**src/rtl/seg_scan_driver_pkg.sv**
```systemverilog
// Shared types and constants for the seg_scan_driver slice: FSM encoding,
// value limits and the display slot-to-digit ordering.
package seg_scan_driver_pkg;

  localparam int unsigned DIN_W    = 14;
  localparam int unsigned BCD_W    = 16;
  localparam int unsigned MAX_DISP = 9999;

  typedef enum logic [1:0] {
    ST_IDLE = 2'd0,
    ST_CONV = 2'd1,
    ST_LOAD = 2'd2
  } state_t;

  // Value is the nibble index of the digit inside the packed BCD word
  typedef enum logic [1:0] {
    DIG_UNITS     = 2'd0,
    DIG_TENS      = 2'd1,
    DIG_HUNDREDS  = 2'd2,
    DIG_THOUSANDS = 2'd3
  } digit_t;

  function automatic digit_t slot_digit(input logic [1:0] slot);
    case (slot)
      2'd0:    return DIG_THOUSANDS;
      2'd1:    return DIG_HUNDREDS;
      2'd2:    return DIG_TENS;
      default: return DIG_UNITS;
    endcase
  endfunction

endpackage

```
**src/rtl/seg_scan_driver_if.sv**
```systemverilog
// Value/strobe input and scan/status output bundle of seg_scan_driver.
interface seg_scan_driver_if;
  import seg_scan_driver_pkg::*;

  logic [DIN_W-1:0] din;
  logic             din_vld;
  logic             busy;
  logic             upd_done;
  logic [1:0]       sel;
  logic [3:0]       key;

  modport master (output din, din_vld, input busy, upd_done, sel, key);
  modport slave  (input din, din_vld, output busy, upd_done, sel, key);
endinterface

```
**src/rtl/seg_scan_driver_bin2bcd_seq.sv**
```systemverilog
// Sequential double-dabble converter: one add-3/shift iteration per clock,
// DIN_W iterations per conversion, start/busy/done handshake.
module bin2bcd_seq
  import seg_scan_driver_pkg::*;
(
  input  logic             clk,
  input  logic             rst_n,
  input  logic             start,
  input  logic [DIN_W-1:0] bin,
  output logic             busy,
  output logic             done,
  output logic [BCD_W-1:0] bcd
);

  logic [DIN_W-1:0] sh_q;
  logic [BCD_W-1:0] acc_q;
  logic [BCD_W-1:0] acc_adj;
  logic [3:0]       cnt_q;
  logic             run_q;
  logic             done_q;

  always_comb begin
    acc_adj = acc_q;
    for (int unsigned i = 0; i < BCD_W / 4; i++) begin
      if (acc_q[i*4 +: 4] >= 4'd5) acc_adj[i*4 +: 4] = acc_q[i*4 +: 4] + 4'd3;
    end
  end

  always_ff @(posedge clk or negedge rst_n) begin
    if (!rst_n) begin
      sh_q   <= '0;
      acc_q  <= '0;
      cnt_q  <= '0;
      run_q  <= 1'b0;
      done_q <= 1'b0;
    end else begin
      done_q <= 1'b0;
      if (start && !run_q) begin
        sh_q  <= bin;
        acc_q <= '0;
        cnt_q <= '0;
        run_q <= 1'b1;
      end else if (run_q) begin
        {acc_q, sh_q} <= {acc_adj[BCD_W-2:0], sh_q, 1'b0};
        cnt_q         <= cnt_q + 4'd1;
        if (cnt_q == 4'(DIN_W - 1)) begin
          run_q  <= 1'b0;
          done_q <= 1'b1;
        end
      end
    end
  end

  assign busy = run_q;
  assign done = done_q;
  assign bcd  = acc_q;

endmodule

```
**src/rtl/seg_scan_driver.sv**
```systemverilog
// Binary-to-4-digit BCD display driver with free-running digit scan.
// Optional macro OVERRANGE_CLAMP_EN: clamp din>9999 to 9999 instead of ignoring it.
module seg_scan_driver
  import seg_scan_driver_pkg::*;
#(
  parameter int unsigned SCAN_DIV = 12000
) (
  input  logic              clk,
  input  logic              rst_n,
  seg_scan_driver_if.slave  bus
);

  state_t           state_q, state_d;
  logic             accept;
  logic             in_range;
  logic [DIN_W-1:0] conv_in;
  logic             conv_start;
  logic             load_en;
  logic             cv_busy;
  logic             cv_done;
  logic [BCD_W-1:0] cv_bcd;
  logic [BCD_W-1:0] disp_q;
  logic             busy_q;
  logic             upd_q;
  logic [15:0]      pre_q;
  logic [1:0]       sel_q;

`ifdef OVERRANGE_CLAMP_EN
  assign in_range = 1'b1;
  assign conv_in  = (bus.din > DIN_W'(MAX_DISP)) ? DIN_W'(MAX_DISP) : bus.din;
`else
  assign in_range = (bus.din <= DIN_W'(MAX_DISP));
  assign conv_in  = bus.din;
`endif

  assign accept = bus.din_vld && (state_q == ST_IDLE) && in_range && !cv_busy;

  bin2bcd_seq u_bin2bcd (
    .clk   (clk),
    .rst_n (rst_n),
    .start (conv_start),
    .bin   (conv_in),
    .busy  (cv_busy),
    .done  (cv_done),
    .bcd   (cv_bcd)
  );

  always_ff @(posedge clk or negedge rst_n) begin
    if (!rst_n) state_q <= ST_IDLE;
    else        state_q <= state_d;
  end

  always_comb begin
    state_d = state_q;
    case (state_q)
      ST_IDLE: if (accept)  state_d = ST_CONV;
      ST_CONV: if (cv_done) state_d = ST_LOAD;
      ST_LOAD:              state_d = ST_IDLE;
      default:              state_d = ST_IDLE;
    endcase
  end

  always_comb begin
    conv_start = accept;
    load_en    = (state_q == ST_LOAD);
  end

  // busy lags the CONV state by one clock so it spans the LOAD cycle as well
  always_ff @(posedge clk or negedge rst_n) begin
    if (!rst_n) begin
      busy_q <= 1'b0;
      upd_q  <= 1'b0;
      disp_q <= '0;
    end else begin
      busy_q <= (state_q == ST_CONV);
      upd_q  <= load_en;
      if (load_en) disp_q <= cv_bcd;
    end
  end

  always_ff @(posedge clk or negedge rst_n) begin
    if (!rst_n) begin
      pre_q <= '0;
      sel_q <= '0;
    end else if (pre_q == 16'(SCAN_DIV - 1)) begin
      pre_q <= '0;
      sel_q <= sel_q + 2'd1;
    end else begin
      pre_q <= pre_q + 16'd1;
    end
  end

  assign bus.busy     = busy_q;
  assign bus.upd_done = upd_q;
  assign bus.sel      = sel_q;
  assign bus.key      = disp_q[{slot_digit(sel_q), 2'b00} +: 4];

endmodule
```
**src/flat_wrapper.sv**
```systemverilog
// flat-port wrapper written by rule: the top's interface ports become plain ports
module seg_scan_driver_flat import seg_scan_driver_pkg::*;
#(
  parameter int unsigned SCAN_DIV = 12000
)
  (clk, rst_n, bus_din, bus_din_vld, bus_busy, bus_upd_done, bus_sel, bus_key);
  seg_scan_driver_if bus_i ();
  input  logic clk;
  input  logic rst_n;
  input wire logic [$bits(bus_i.din)-1:0] bus_din;
  input wire logic [$bits(bus_i.din_vld)-1:0] bus_din_vld;
  output wire logic [$bits(bus_i.busy)-1:0] bus_busy;
  output wire logic [$bits(bus_i.upd_done)-1:0] bus_upd_done;
  output wire logic [$bits(bus_i.sel)-1:0] bus_sel;
  output wire logic [$bits(bus_i.key)-1:0] bus_key;
  assign bus_i.din = bus_din;
  assign bus_i.din_vld = bus_din_vld;
  assign bus_busy = bus_i.busy;
  assign bus_upd_done = bus_i.upd_done;
  assign bus_sel = bus_i.sel;
  assign bus_key = bus_i.key;
  seg_scan_driver #(.SCAN_DIV(SCAN_DIV)) u_core (.clk(clk), .rst_n(rst_n), .bus(bus_i));
endmodule
```
**config.mk**
```make
export PLATFORM = sky130hd
export DESIGN_NAME = seg_scan_driver_flat
export DESIGN_NICKNAME = d
export VERILOG_FILES = /design/src/rtl/seg_scan_driver_pkg.sv /design/src/rtl/seg_scan_driver_if.sv /design/src/rtl/seg_scan_driver_bin2bcd_seq.sv /design/src/rtl/seg_scan_driver.sv /design/src/flat_wrapper.sv
export SDC_FILE = /design/constraint.sdc
export NUM_CORES = 1
export LEC_CHECK = 0
export ABC_AREA = 1
export BUFFER_PORTS_ARGS = -buffer_cell sky130_fd_sc_hd__buf_4
export CAP_MARGIN = 20
export CORE_UTILIZATION = 55
export DETAILED_ROUTE_END_ITERATION = 7
export PLACE_DENSITY = 0.74
export SYNTH_ARGS = -nofsm -noshare
export SYNTH_HDL_FRONTEND = slang
export SYNTH_SLANG_ARGS = --single-unit
```
**constraint.sdc**
```tcl
create_clock -name clk -period 1.9 [get_ports clk]
set_input_delay 0.38 -clock clk [delete_from_list [all_inputs] [get_ports clk]]
set_output_delay 0.38 -clock clk [all_outputs]
set_load 0.005 [all_outputs]
```
==> metrics.txt <==
Die Height ~85 um; Setup CP Type reg -> out; CTS tree done; remaining global-route overflow 0; die area around 0.0072 mm^2; largest cells by area after synthesis dfrtp_1 49%, nand2_1 8.0%, nand3_1 7.8%, o21ai_0 5.1%, ha_1 4.9%; cts bufs inserted 9; Final Cycle Share 110%; CP endpoint kind output pin; Antenna Cells 0; vias in the first global route between 2000 and 3000; Post-synth EDFFs 0; port bufs 24; sw power between 1.5 and 2 mW; Finished Layout Cells approximately 560; Antenna Nets Post-Route 0; Critical Path Start Type register; Post-Route Utilization 66.1%; Worst Path Max Fanout 8; f_max roughly 480 MHz; clock power share 19.3%; root buf cell clkbuf_8; RSZ-0062 raised after global routing yes; Power Internal between 3 and 4 mW; clk slew on worst S/H paths around 70 ps; VDD IR max ~0.78 mV; # H-tree levels 3; number of synthesized register bits 74; most frequent cells after synthesis 81 x nand2_1, 74 x dfrtp_1, 59 x nand3_1, 47 x inv_1, 39 x o21ai_0; setup slack after layout -185 ps; clk_skew approximately 4.8 ps; slowest cell on the critical path dfrtp_1; Async SR Flop Fraction 100%; Cell Rows 29; PwrDens between 1000 and 1500 mW/mm^2; drt pass-1 iters 4; ys flop type dfrtp_1; Avg Inst Size Synth between 8 and 9 um^2; vias per inst around 5.4; sequential area share after synthesis between 40% and 50%; Synth top area share around half; # setup viols final 4; Synth cell types 35; Syn. warnings 0; Detailed Place HPWL ~5000 um; placed cell count 540; MaxCap Viol Count 0; Final Wtd Congestion between 0.8 and 0.9; worst hold path stage count 3; status finished, violations left; Layout Nets about 510; Reg power frac a little under half; Sw Ratio 37.6%; Vias between 2000 and 3000; clk_lat worst skew around 350 ps; worst-margin pin slew between 400 and 500 ps; delay of the slowest critical-path stage about 410 ps; Initial Util 58.5%; most frequent cell after synthesis nand2_1; pre-CTS setup slack roughly 60 ps; die width 85.1 um; first-pass GRT wire length approximately 13000 um; Post-Place Cell Area 0.00409 mm^2; initial antenna violation count 0; CTS sink count 74; Max Buffers Root-to-Sink 2; post-layout minimum cycle time roughly 2100 ps; Required @ worst endpoint about 1500 ps; Syn Inst Count between 400 and 500; I/O pin count 25; Cell Area, Synth ~0.0038 mm^2; Rel. slew slack between 70% and 80%; crit path cell chain inv_2 -> ha_4 -> o21bai_1 -> buf_4 -> a21oi_2 -> a32oi_1 -> buf_4; Yosys top cell by area dfrtp_1; DR iter-0 viols about 140; syn nets 478; Post-Route WL between 7000 and 8000 um; Finished Cell Area roughly 0.0043 mm^2; R2R cell count 7; Static Leak 2.12 nW; Arr. time, crit path ~1700 ps; worst-case hold slack 299 ps; Combinational Power Share ~34%; gr usage total between 20% and 30%; failing checks negative setup slack; Final Max Tran Viols 0; largest net degree at the start of global routing 45; drt wl/cell 12.9 um; crit-path most repeated cell buf_4; # DRC 0; worst hold path type in -> reg; Core Box Area between 0.006 and 0.007 mm^2; Layout area overhead 13.0%; final hold vios 0; layout cells sized above 1 15.9%
-- metal layers --
layer	GRT usage, %	part of all wire, %	up-vias
met5	0	0	-
met4	7.70	0.96	0
met3	7.20	3.6	8
met2	35.3	47	47
met1	31.2	49	1393
li1	-	-	1537
-- stage by stage --
stage                     TNS (ps)  power [mW]
after global routing         -1230        5.73
final                         -684        5.25
after global placement           0        4.18
after detailed placement         0        4.27
after CTS                     -720        5.29
after floorplan                  0        3.73
-- logic make-up after synthesis --
group / count (synthesis) / synth area share [%]
AND/OR/NAND/NOR: 213 / 27.0
adder cells (fa/ha/maj): 15 / 4.94
AO/OA/AOI/OAI: 64 / 8.99
flip-flops: 74 / 48.7
buffers and inverters: 67 / 7.28
multiplexers: 1 / 0.263
XOR/XNOR: 12 / 2.77
-- flip-flops by register name, summed over array words and instances, names as in the netlist --
register / cells
u_core.bus.busy: 1
u_core.bus.sel: 2
u_core.bus.upd_done: 1
u_core.disp_q: 16
u_core.pre_q: 16
u_core.state_q: 2
u_core.u_bin2bcd.bcd: 16
u_core.u_bin2bcd.busy: 1
u_core.u_bin2bcd.cnt_q: 4
u_core.u_bin2bcd.done: 1
u_core.u_bin2bcd.sh_q: 14
-- area by class of cell --
| cell class | instances | area, um^2 |
|---|---|---|
| Timing Repair Buffer | 35 | 290 |
| Fill cell | 543 | 2200 |
| Tap cell | 77 | 96.3 |
| Inverter | 50 | 191 |
| Sequential cell | 74 | 1850 |
| Clock inverter | 3 | 17.5 |
| Multi-Input combinational cell | 305 | 1710 |
| Clock buffer | 12 | 135 |
-- power groups by stage --
stage	clock network [mW]	logic [mW]	registers (mW)
2_1_floorplan	0	1.37	2.36
3_3_place_gp	0	1.73	2.45
3_5_place_dp	0	1.80	2.46
4_1_cts	1.04	1.81	2.44
5_1_grt	1.12	2.09	2.51
6_report	1.01	1.79	2.44
-- path summary, 6_finish.rpt --
path                                                          start                               endpoint  slack, ps
min in group asynchronous                                     rst_n              u_core.pre_q[4]$_DFF_PN0_        510
worst max register to register  u_core.u_bin2bcd.bcd[8]$_DFFE_PN0P_   u_core.u_bin2bcd.bcd[10]$_DFFE_PN0P_        350
max in group asynchronous                                     rst_n  u_core.u_bin2bcd.sh_q[11]$_DFFE_PN0P_        840
worst max-delay path                  u_core.bus.sel[0]$_DFFE_PN0N_                             bus_key[2]       -190
worst min-delay path                                     bus_din[0]   u_core.u_bin2bcd.sh_q[0]$_DFFE_PN0P_        300
worst min register to register      u_core.u_bin2bcd.done$_DFF_PN0_          u_core.state_q[0]$_DFFE_PN0P_        470
-- cells in the final DEF, fill, tap and decap left out, types with 3 or more instances in the layout --
master / instances
or2_2: 5
buf_4: 32
nand4_1: 19
nand3_1: 59
nor3_1: 8
xor2_1: 11
nor2_4: 3
inv_2: 3
o21ai_0: 38
o21ai_1: 4
ha_1: 12
clkbuf_8: 9
nand2_1: 81
nand2_2: 5
clkinv_2: 3
dfrtp_1: 73
clkbuf_1: 3
inv_1: 44
nor2_1: 26
a21oi_1: 14
-- worst max-delay path: cells and delay by family, from the launching register on --
family          cells  cell delay [ps]
compound gates      3              360
flops               1              410
fa+ha+maj           1              180
buf+inv             3              410
-- repair_timing --
action / 4_1_cts / 5_1_grt
pin swaps: 2 / 6
gates resized for setup: 13 / 1
hold endpoints to repair: 30 / 0
buffers inserted: 1 / 0
hold buffers: 1 / 0
endpoints found under the setup margin: 4 / 4
Note: power is estimated with default switching activity, not from simulation.
